[config.mk]
export PLATFORM = sky130hd
export DESIGN_NAME = seq_divider_8x8
export DESIGN_NICKNAME = d
export VERILOG_FILES = /design/src/rtl/vedic_pkg.sv /design/src/rtl/full_adder.sv /design/src/rtl/trial_subtractor.sv /design/src/rtl/seq_divider_8x8.sv
export SDC_FILE = /design/constraint.sdc
export NUM_CORES = 1
export LEC_CHECK = 0
export BUFFER_PORTS_ARGS = -buffer_cell sky130_fd_sc_hd__buf_2
export CORE_ASPECT_RATIO = 0.8
export CORE_MARGIN = 3
export CORE_UTILIZATION = 50
export CTS_CLUSTER_DIAMETER = 50
export DETAILED_ROUTE_END_ITERATION = 10
export PLACE_DENSITY_LB_ADDON = 0.2
export SYNTH_ARGS = -nofsm -noshare
export SYNTH_HDL_FRONTEND = slang
export SYNTH_SLANG_ARGS = --single-unit
[constraint.sdc]
create_clock -name clk -period 4.22 [get_ports clk]
set_input_delay 0.633 -clock clk [delete_from_list [all_inputs] [get_ports clk]]
set_output_delay 0.633 -clock clk [all_outputs]
set_load 0.03 [all_outputs]
[src/rtl/vedic_pkg.sv]
// Shared definitions for the Vedic multiplier / restoring divider family:
// default operand width, FSM encodings and iteration-counter sizing.
package vedic_pkg;

   localparam int W_DEF = 8;

   typedef enum logic [1:0] {
      IDLE = 2'd0,
      RUN  = 2'd1,
      DONE = 2'd2
   } state_t;

   // Counter must hold 0..W-1 with one spare bit of headroom.
   function automatic int cnt_width(input int w);
      return $clog2(w) + 1;
   endfunction

   localparam int CNT_W = cnt_width(W_DEF);

endpackage

[src/rtl/full_adder.sv]
// One-bit full adder cell shared by the multiplier and divider datapaths.
module full_adder (
   input  logic a,
   input  logic b,
   input  logic cin,
   output logic sum,
   output logic cout
);

   assign sum  = a ^ b ^ cin;
   assign cout = (a & b) | (cin & (a ^ b));

endmodule

[src/rtl/trial_subtractor.sv]
// (W+1)-bit ripple subtractor built from full_adder cells: minuend + ~subtrahend + 1.
// borrow_n is the final carry-out; high means minuend >= subtrahend.
module trial_subtractor import vedic_pkg::*; #(
   parameter int W = W_DEF
) (
   input  logic [W:0] minuend,
   input  logic [W:0] subtrahend,
   output logic [W:0] difference,
   output logic       borrow_n
);

   logic [W+1:0] carry;

   assign carry[0] = 1'b1;

   genvar i;
   for (i = 0; i <= W; i++) begin : g_fa
      full_adder u_fa (
         .a    (minuend[i]),
         .b    (~subtrahend[i]),
         .cin  (carry[i]),
         .sum  (difference[i]),
         .cout (carry[i+1])
      );
   end

   assign borrow_n = carry[W+1];

endmodule

[src/rtl/seq_divider_8x8.sv]
// Sequential restoring divider: 2W-bit dividend / W-bit divisor, one quotient bit
// per clock. Error cases (divide by zero, quotient overflow) finish in one cycle.
module seq_divider_8x8 import vedic_pkg::*; #(
   parameter int W = W_DEF
) (
   input  logic           clk,
   input  logic           rst_n,
   input  logic           start,
   input  logic [2*W-1:0] dividend,
   input  logic [W-1:0]   divisor,
   output logic           busy,
   output logic           done,
   output logic [W-1:0]   quotient,
   output logic [W-1:0]   remainder,
   output logic           div_by_zero,
   output logic           overflow
);

   localparam int CW = cnt_width(W);

   state_t        state;
   // Partial remainder is always < divisor between iterations, so W bits suffice;
   // the (W+1)-bit value only exists transiently after the shift.
   logic [W-1:0]  r;
   logic [W-1:0]  lo;
   logic [W-1:0]  dvs;
   logic [W-2:0]  q_sh;
   logic [CW-1:0] cnt;

   logic [W:0]    shifted;
   logic [W:0]    diff;
   logic          borrow_n;
   logic [W-1:0]  r_next;
   logic [W-1:0]  q_next;
   logic          last;
   logic          diff_msb_unused;

   assign shifted = {r, lo[W-1]};

   trial_subtractor #(.W(W)) u_sub (
      .minuend    (shifted),
      .subtrahend ({1'b0, dvs}),
      .difference (diff),
      .borrow_n   (borrow_n)
   );

   // A successful trial always leaves diff < divisor, so its MSB is zero.
   assign diff_msb_unused = diff[W];
   assign r_next = borrow_n ? diff[W-1:0] : shifted[W-1:0];
   assign q_next = {q_sh, borrow_n};
   assign last   = (cnt == CW'(W - 1));

   always_ff @(posedge clk or negedge rst_n) begin
      if (!rst_n) begin
         state       <= IDLE;
         busy        <= 1'b0;
         done        <= 1'b0;
         quotient    <= '0;
         remainder   <= '0;
         div_by_zero <= 1'b0;
         overflow    <= 1'b0;
         r           <= '0;
         lo          <= '0;
         dvs         <= '0;
         q_sh        <= '0;
         cnt         <= '0;
      end else begin
         case (state)
            IDLE: begin
               done <= 1'b0;
               if (start) begin
                  busy <= 1'b1;
                  cnt  <= '0;
                  r    <= dividend[2*W-1:W];
                  lo   <= dividend[W-1:0];
                  dvs  <= divisor;
                  q_sh <= '0;
                  if (divisor == '0) begin
                     quotient    <= '1;
                     remainder   <= dividend[W-1:0];
                     div_by_zero <= 1'b1;
                     overflow    <= 1'b0;
                     state       <= DONE;
                  end else if (dividend[2*W-1:W] >= divisor) begin
                     quotient    <= '1;
                     remainder   <= '0;
                     div_by_zero <= 1'b0;
                     overflow    <= 1'b1;
                     state       <= DONE;
                  end else begin
                     state <= RUN;
                  end
               end
            end
            RUN: begin
               r    <= r_next;
               q_sh <= q_next[W-2:0];
               lo   <= {lo[W-2:0], 1'b0};
               cnt  <= cnt + 1'b1;
               if (last) begin
                  quotient    <= q_next;
                  remainder   <= r_next;
                  div_by_zero <= 1'b0;
                  overflow    <= 1'b0;
                  state       <= DONE;
               end
            end
            DONE: begin
               // done is a registered output, so it is visible the cycle after DONE
               done  <= 1'b1;
               busy  <= 1'b0;
               state <= IDLE;
            end
            default: begin
               busy  <= 1'b0;
               state <= IDLE;
            end
         endcase
      end
   end

endmodule

# Word-level counts from Yosys, hierarchy flattened
# Index checks and enable logic that the tools add are counted.
# W data, S select, Z words.
# totals
output_inout_bits,20
wordCells,116
in_bits,27
ff_bits,57
# classes
magnitude_cmp,1
n_bitwise,51
add_sub_neg,1
n_mux,36
eq_ne,6
n_reduce_logical,9
# ops
op,n
$mux W8,11
$pmux W8 S2,4
$and A1 B1 Y1,16
$xor A1 B1 Y1,15
$pmux W7 S2,1
$not A1 Y1,11
$or A1 B1 Y1,9
$ge A8 B8 Y1,1
$logic_not A8 Y1,1
$mux W1,8
$mux W2,4
$pmux W1 S2,4
$pmux W4 S2,1
$reduce_and A2 Y1,4
$mux W7,1
$add A4 B1 Y4 const B,1
$eq A4 B3 Y1 const B,1
$mux W4,1
$ne A2 B2 Y1 const B,2
$pmux W2 S2,1
$reduce_and A4 Y1,1
$reduce_bool A2 Y1,2
$ne A3 B3 Y1 const B,1
$eq A2 B1 Y1 const B,1
other kinds (2),2

# Longest topological paths before layout
# logic_depth
depth_word,22
depth_mapped,18
ltp_nobuf,16

# By module
# A second synthesis with hierarchy kept.
# hier_totals
hier_cells,301
area_unflattened_um2,2986.6
# by_module_without_submodules
mod,seq_area_each_um2,instances,area_per_inst_um2,cells_each
seq_divider_8x8,1426.4,1,2768.9,282
full_adder,0.0,9,20.0,1
trial_subtractor,0.0,1,37.5,10

# Worst setup path before layout
# OpenSTA, ideal clock, no wires.
# synth_path
path_kind,flip-flop to flip-flop
startpoint,reg dvs[0]
endpoint,reg remainder[0]
required_ns,4.141
period_less_slack_ns,3.991
slack_ns,0.229
stages_incl_launch_ff,18
setup_ns,0.079
path_buffers,2
t_arrival_ns,3.912
path_cell_list,dfrtp_1 > ha_1 > fa_1 > fa_1 > fa_1 > fa_1 > inv_1 > fa_1 > inv_1 > fa_1 > fa_1 > nand2b_1 > buf_2 > buf_2 > nor2_1 > a211oi_1 > a21oi_1 > mux2i_1
# synth_between
elab_chain_cells,22
word_cells_on_any_way,24
classes_between,mux (3); bitwise (21)
# synth_lines
element,line_no,source
start: declaration,seq_divider_8x8.sv:26,logic [W-1:0] dvs;
start signal: assignment,seq_divider_8x8.sv:76,dvs <= divisor;
$not A1 Y1 *,trial_subtractor.sv:20,".b (~subtrahend[i]),"
$and A1 B1 Y1 or $xor A1 B1 Y1 (tied branches),"full_adder.sv:11, full_adder.sv:10",
$or A1 B1 Y1,full_adder.sv:11,assign cout = (a & b) | (cin & (a ^ b));
$and A1 B1 Y1,full_adder.sv:11,
$or A1 B1 Y1,full_adder.sv:11,
$and A1 B1 Y1,full_adder.sv:11,
$or A1 B1 Y1,full_adder.sv:11,
$and A1 B1 Y1,full_adder.sv:11,
[6 not listed],-,
$or A1 B1 Y1,full_adder.sv:11,
$and A1 B1 Y1,full_adder.sv:11,
$or A1 B1 Y1,full_adder.sv:11,
$and A1 B1 Y1,full_adder.sv:11,
$or A1 B1 Y1,full_adder.sv:11,
$mux W8 *,seq_divider_8x8.sv:49,assign r_next = borrow_n ? diff[W-1:0] : shifted[W-1:0];
$mux W8 *,seq_divider_8x8.sv:100,if (last) begin
$pmux W8 S2 *,seq_divider_8x8.sv:68,case (state)
end signal: assignment,seq_divider_8x8.sv:80,remainder <= dividend[W-1:0];
end signal: assignment,seq_divider_8x8.sv:102,remainder <= r_next;
end: declaration,seq_divider_8x8.sv:14,"output logic [W-1:0] remainder,"
# Mark *: on every way between the ends. The rest lies on a longest branch, timed or not. The select of a mux whose other input is x is not followed.
# A chain may end at the register's enable or synchronous reset.

# Final worst setup path
# layout_path
startpoint,reg dvs[0]
endpoint,reg remainder[5]
# layout_between
elab_chain_cells,22
word_cells_on_any_way,24
classes_between,mux (3); bitwise (21)
# layout_lines
element,line_no
$not A1 Y1 *,trial_subtractor.sv:20
$and A1 B1 Y1 or $xor A1 B1 Y1 (tied branches),full_adder.sv:11
$or A1 B1 Y1 *,full_adder.sv:11
$and A1 B1 Y1 *,full_adder.sv:11
$or A1 B1 Y1 *,full_adder.sv:11
$and A1 B1 Y1 *,full_adder.sv:11
$or A1 B1 Y1 *,full_adder.sv:11
$and A1 B1 Y1 *,full_adder.sv:11
[6 not listed],-
$or A1 B1 Y1,full_adder.sv:11
$and A1 B1 Y1,full_adder.sv:11
$or A1 B1 Y1,full_adder.sv:11
$and A1 B1 Y1,full_adder.sv:11
$or A1 B1 Y1,full_adder.sv:11
$mux W8 *,seq_divider_8x8.sv:49
$mux W8 *,seq_divider_8x8.sv:100
$pmux W8 S2 *,seq_divider_8x8.sv:68
# Marks and branches as above.

==> flow_summary.ini <==
[status]
status = finished, final reports clean

[synth]
synth.distinct_cells = 38
synth_top_family_by_area = compound AO/OA/AOI/OAI gates
synth_compound_area_frac = 0.175
postSynthCellCount = 278
synth_enable_flop_cells = 0
synth_area_per_cell_um2 = 10.2
synthTopCellsByCount = 57 x dfrtp_1, 47 x nand2_1, 25 x inv_1, 20 x o21ai_0, 15 x nor2_1
synth-simple-area-share = 0.122
synth_fp_nets = 322
muxShareOfSynthArea = 0.0409
synth.most_common_cell = dfrtp_1
synth_fa_ha_area_frac = 0.0932
synth_top_cell_by_area = dfrtp_1
synth-seq-area-share = 0.501
synth.top_cell.area_share = 0.501
synth_area_um2 = 2850
ys_ff_latch = 57
synth-xor-area-share = 0.00616
ys.flop_type = dfrtp_1
async_flop_share = 1.00
synthTopCellsByArea = dfrtp_1 50%, nand2_1 6.2%, fa_1 4.9%
yosysWarningCount = 0

[clocking]
clock_path_buffers = 2
cts_num_sinks = 57
clk_latency_ns = 0.34
htreeDepth = 3
clk_pin_slew_ns = 0.06
cts_buffers = 9
clockRootBuffer = clkbuf_8
ctsHoldBuffers = 0
cts_tree = done

[setup_path]
worstPathRequired_ns = 4.44
cp.arrival_ns = 4.30
end_kind = register
startpoint_type = register
critical_path.max_fanout = 8
worstSetupPathType = reg2reg

[worst_hold_path]
hp-class = in2async

[finish]
drive_above_1_share = 0.261
insertedDiodeCount = 0
fill_cells = 451
nets = 372
area_growth_syn_to_layout_pct = 19.5

[timing]
post-route-period-util = 0.966
drv_slew = 0
finalSetupViolCount = 0
relSlewSlack = 0.263
rsz0062_at_grt = false
fin_skew_ns = 0.00535
fin_crit_ns = 4.08
finalHoldViolCount = 0
tns_ns = 0
max_freq_mhz = 245
whs_ns = 0.324
worst_pin_slew_ns = 1.11

[grt]
first_global_vias = 2033
grt_use_met2 = 0.296
grt_pass1_wl_um = 10500
grtUsageMet1 = 0.311
grt_max_degree = 30
met3_usage = 0.0757
overflow = 0
grt_antenna_before_repair = 0
grt_busiest_layer = met1
grt_usage = 0.212

[die]
boundaryPins = 47
core_area_um2 = 5240
rows = 23
die_h_um = 73.5
dieWidth_um = 90.3
start_util = 0.543
dieArea_um2 = 6640

[route]
routed_via_density = 5.27
vias = 2152
drtPass1Iterations = 4
drc = 0
routedWlPerCell_um = 16.2
ant_nets = 0
drtIter0Drc = 130
drt-total-wl_um = 6610

[pwr]
ir_worst_vdd_uv = 485
p_leak_nw = 1.64
p_per_area_nw_per_um2 = 825

[placement]
port-buffer-count = 46
hpwl_um = 4480
place.gp.congestion = 0.785

[flow_run]
maxCapViolCount = 0
## layer usage
metal / wire length [um] / part of all wire / vias up
li1: - / - / 1055
met1: 3340 / 0.50 / 1027
met2: 2860 / 0.43 / 63
met3: 350 / 0.053 / 7
met4: 64 / 0.0097 / 0
met5: 0 / 0 / -
## sequential cells by signal, indices dropped and copies added (netlist names), 2 cells and up
name / count
dvs: 8
lo: 8
quotient: 8
r: 8
remainder: 8
q_sh: 7
cnt: 4
state: 2
## final cells by class
cell class / count / area [um^2] / area share
Clock buffer: 14 / 163 / 0.0478
Clock inverter: 2 / 12.5 / 0.00368
Inverter: 25 / 93.8 / 0.0276
Multi-Input combinational cell: 181 / 1290 / 0.379
Sequential cell: 57 / 1430 / 0.420
Tap cell: 75 / 93.8 / 0.0276
Timing Repair Buffer: 54 / 320 / 0.0942
## worst max-delay path, stage by stage (launching register included)
cell,delay (ns)
dfrtp_1,0.38
ha_1,0.21
fa_1,0.38
fa_2,0.35
fa_2,0.34
fa_2,0.34
inv_1,0.07
fa_1,0.15
inv_1,0.04
fa_1,0.39
fa_2,0.39
nand2b_4,0.12
buf_12,0.13
mux2i_2,0.23
o21ai_0,0.12
mux2_4,0.32
## what timing repair did
item	in CTS	in global routing
resized for setup	0	11
buffers inserted	0	2
endpoints found under the setup margin	0	13
## kinds of logic after synthesis
kind of cell / count (synthesis)
adder cells (fa/ha/maj): 17
XOR/XNOR: 2
AND/OR/NAND/NOR: 81
flip-flops: 57
multiplexers: 11
AO/OA/AOI/OAI: 70
buffers and inverters: 40
## layout by cell type (no fill, tap or decap), types with 3 or more instances in the layout
cell type	instances
nor3_1	5
a211oi_1	4
a22oi_1	6
buf_2	46
fa_2	4
a211oi_2	6
clkbuf_8	11
o21ai_0	20
a211o_1	5
nand2_1	47
a21o_1	3
o22a_1	8
mux2i_1	5
nand3_1	4
fa_1	3
mux2_2	4
clkbuf_1	3
buf_4	6
inv_1	25
ha_1	10
a21oi_1	7
nor2_1	15
dfrtp_1	57
## power breakdown
| group | total, mW | switching [mW] | internal [mW] |
|---|---|---|---|
| Sequential | 0.937 | 0.154 | 0.783 |
| Combinational | 1.41 | 0.814 | 0.599 |
| Clock | 0.454 | 0.209 | 0.245 |
## through the flow
stage / total power [mW] / cell area [um^2] / utilization / std cells / worst slack, ns
final: 2.80 / 3400 / 0.649 / 408 / 0.144
after global routing: 3.02 / 3400 / 0.649 / 408 / 0.0184
after CTS: 2.64 / 3310 / 0.633 / 405 / 0.0251
after detailed placement: 2.17 / 3140 / 0.599 / 389 / 0.0307
after global placement: 2.14 / 3140 / 0.599 / 389 / 0.118
after floorplan: 1.85 / 2850 / - / 278 / 0.229
## worst paths after layout
kind	start	to	slack, ns	cells after the start
min reg2reg	lo[1]	lo[1]	0.48	2
max in group asynchronous	rst_n	cnt[1]	3.06	2
max	dvs[0]	remainder[5]	0.14	15
max reg2reg	dvs[0]	remainder[5]	0.14	15
min	rst_n	busy	0.32	1
min in group clk	lo[1]	lo[1]	0.48	2
Note: power is estimated with default switching activity, not from simulation.
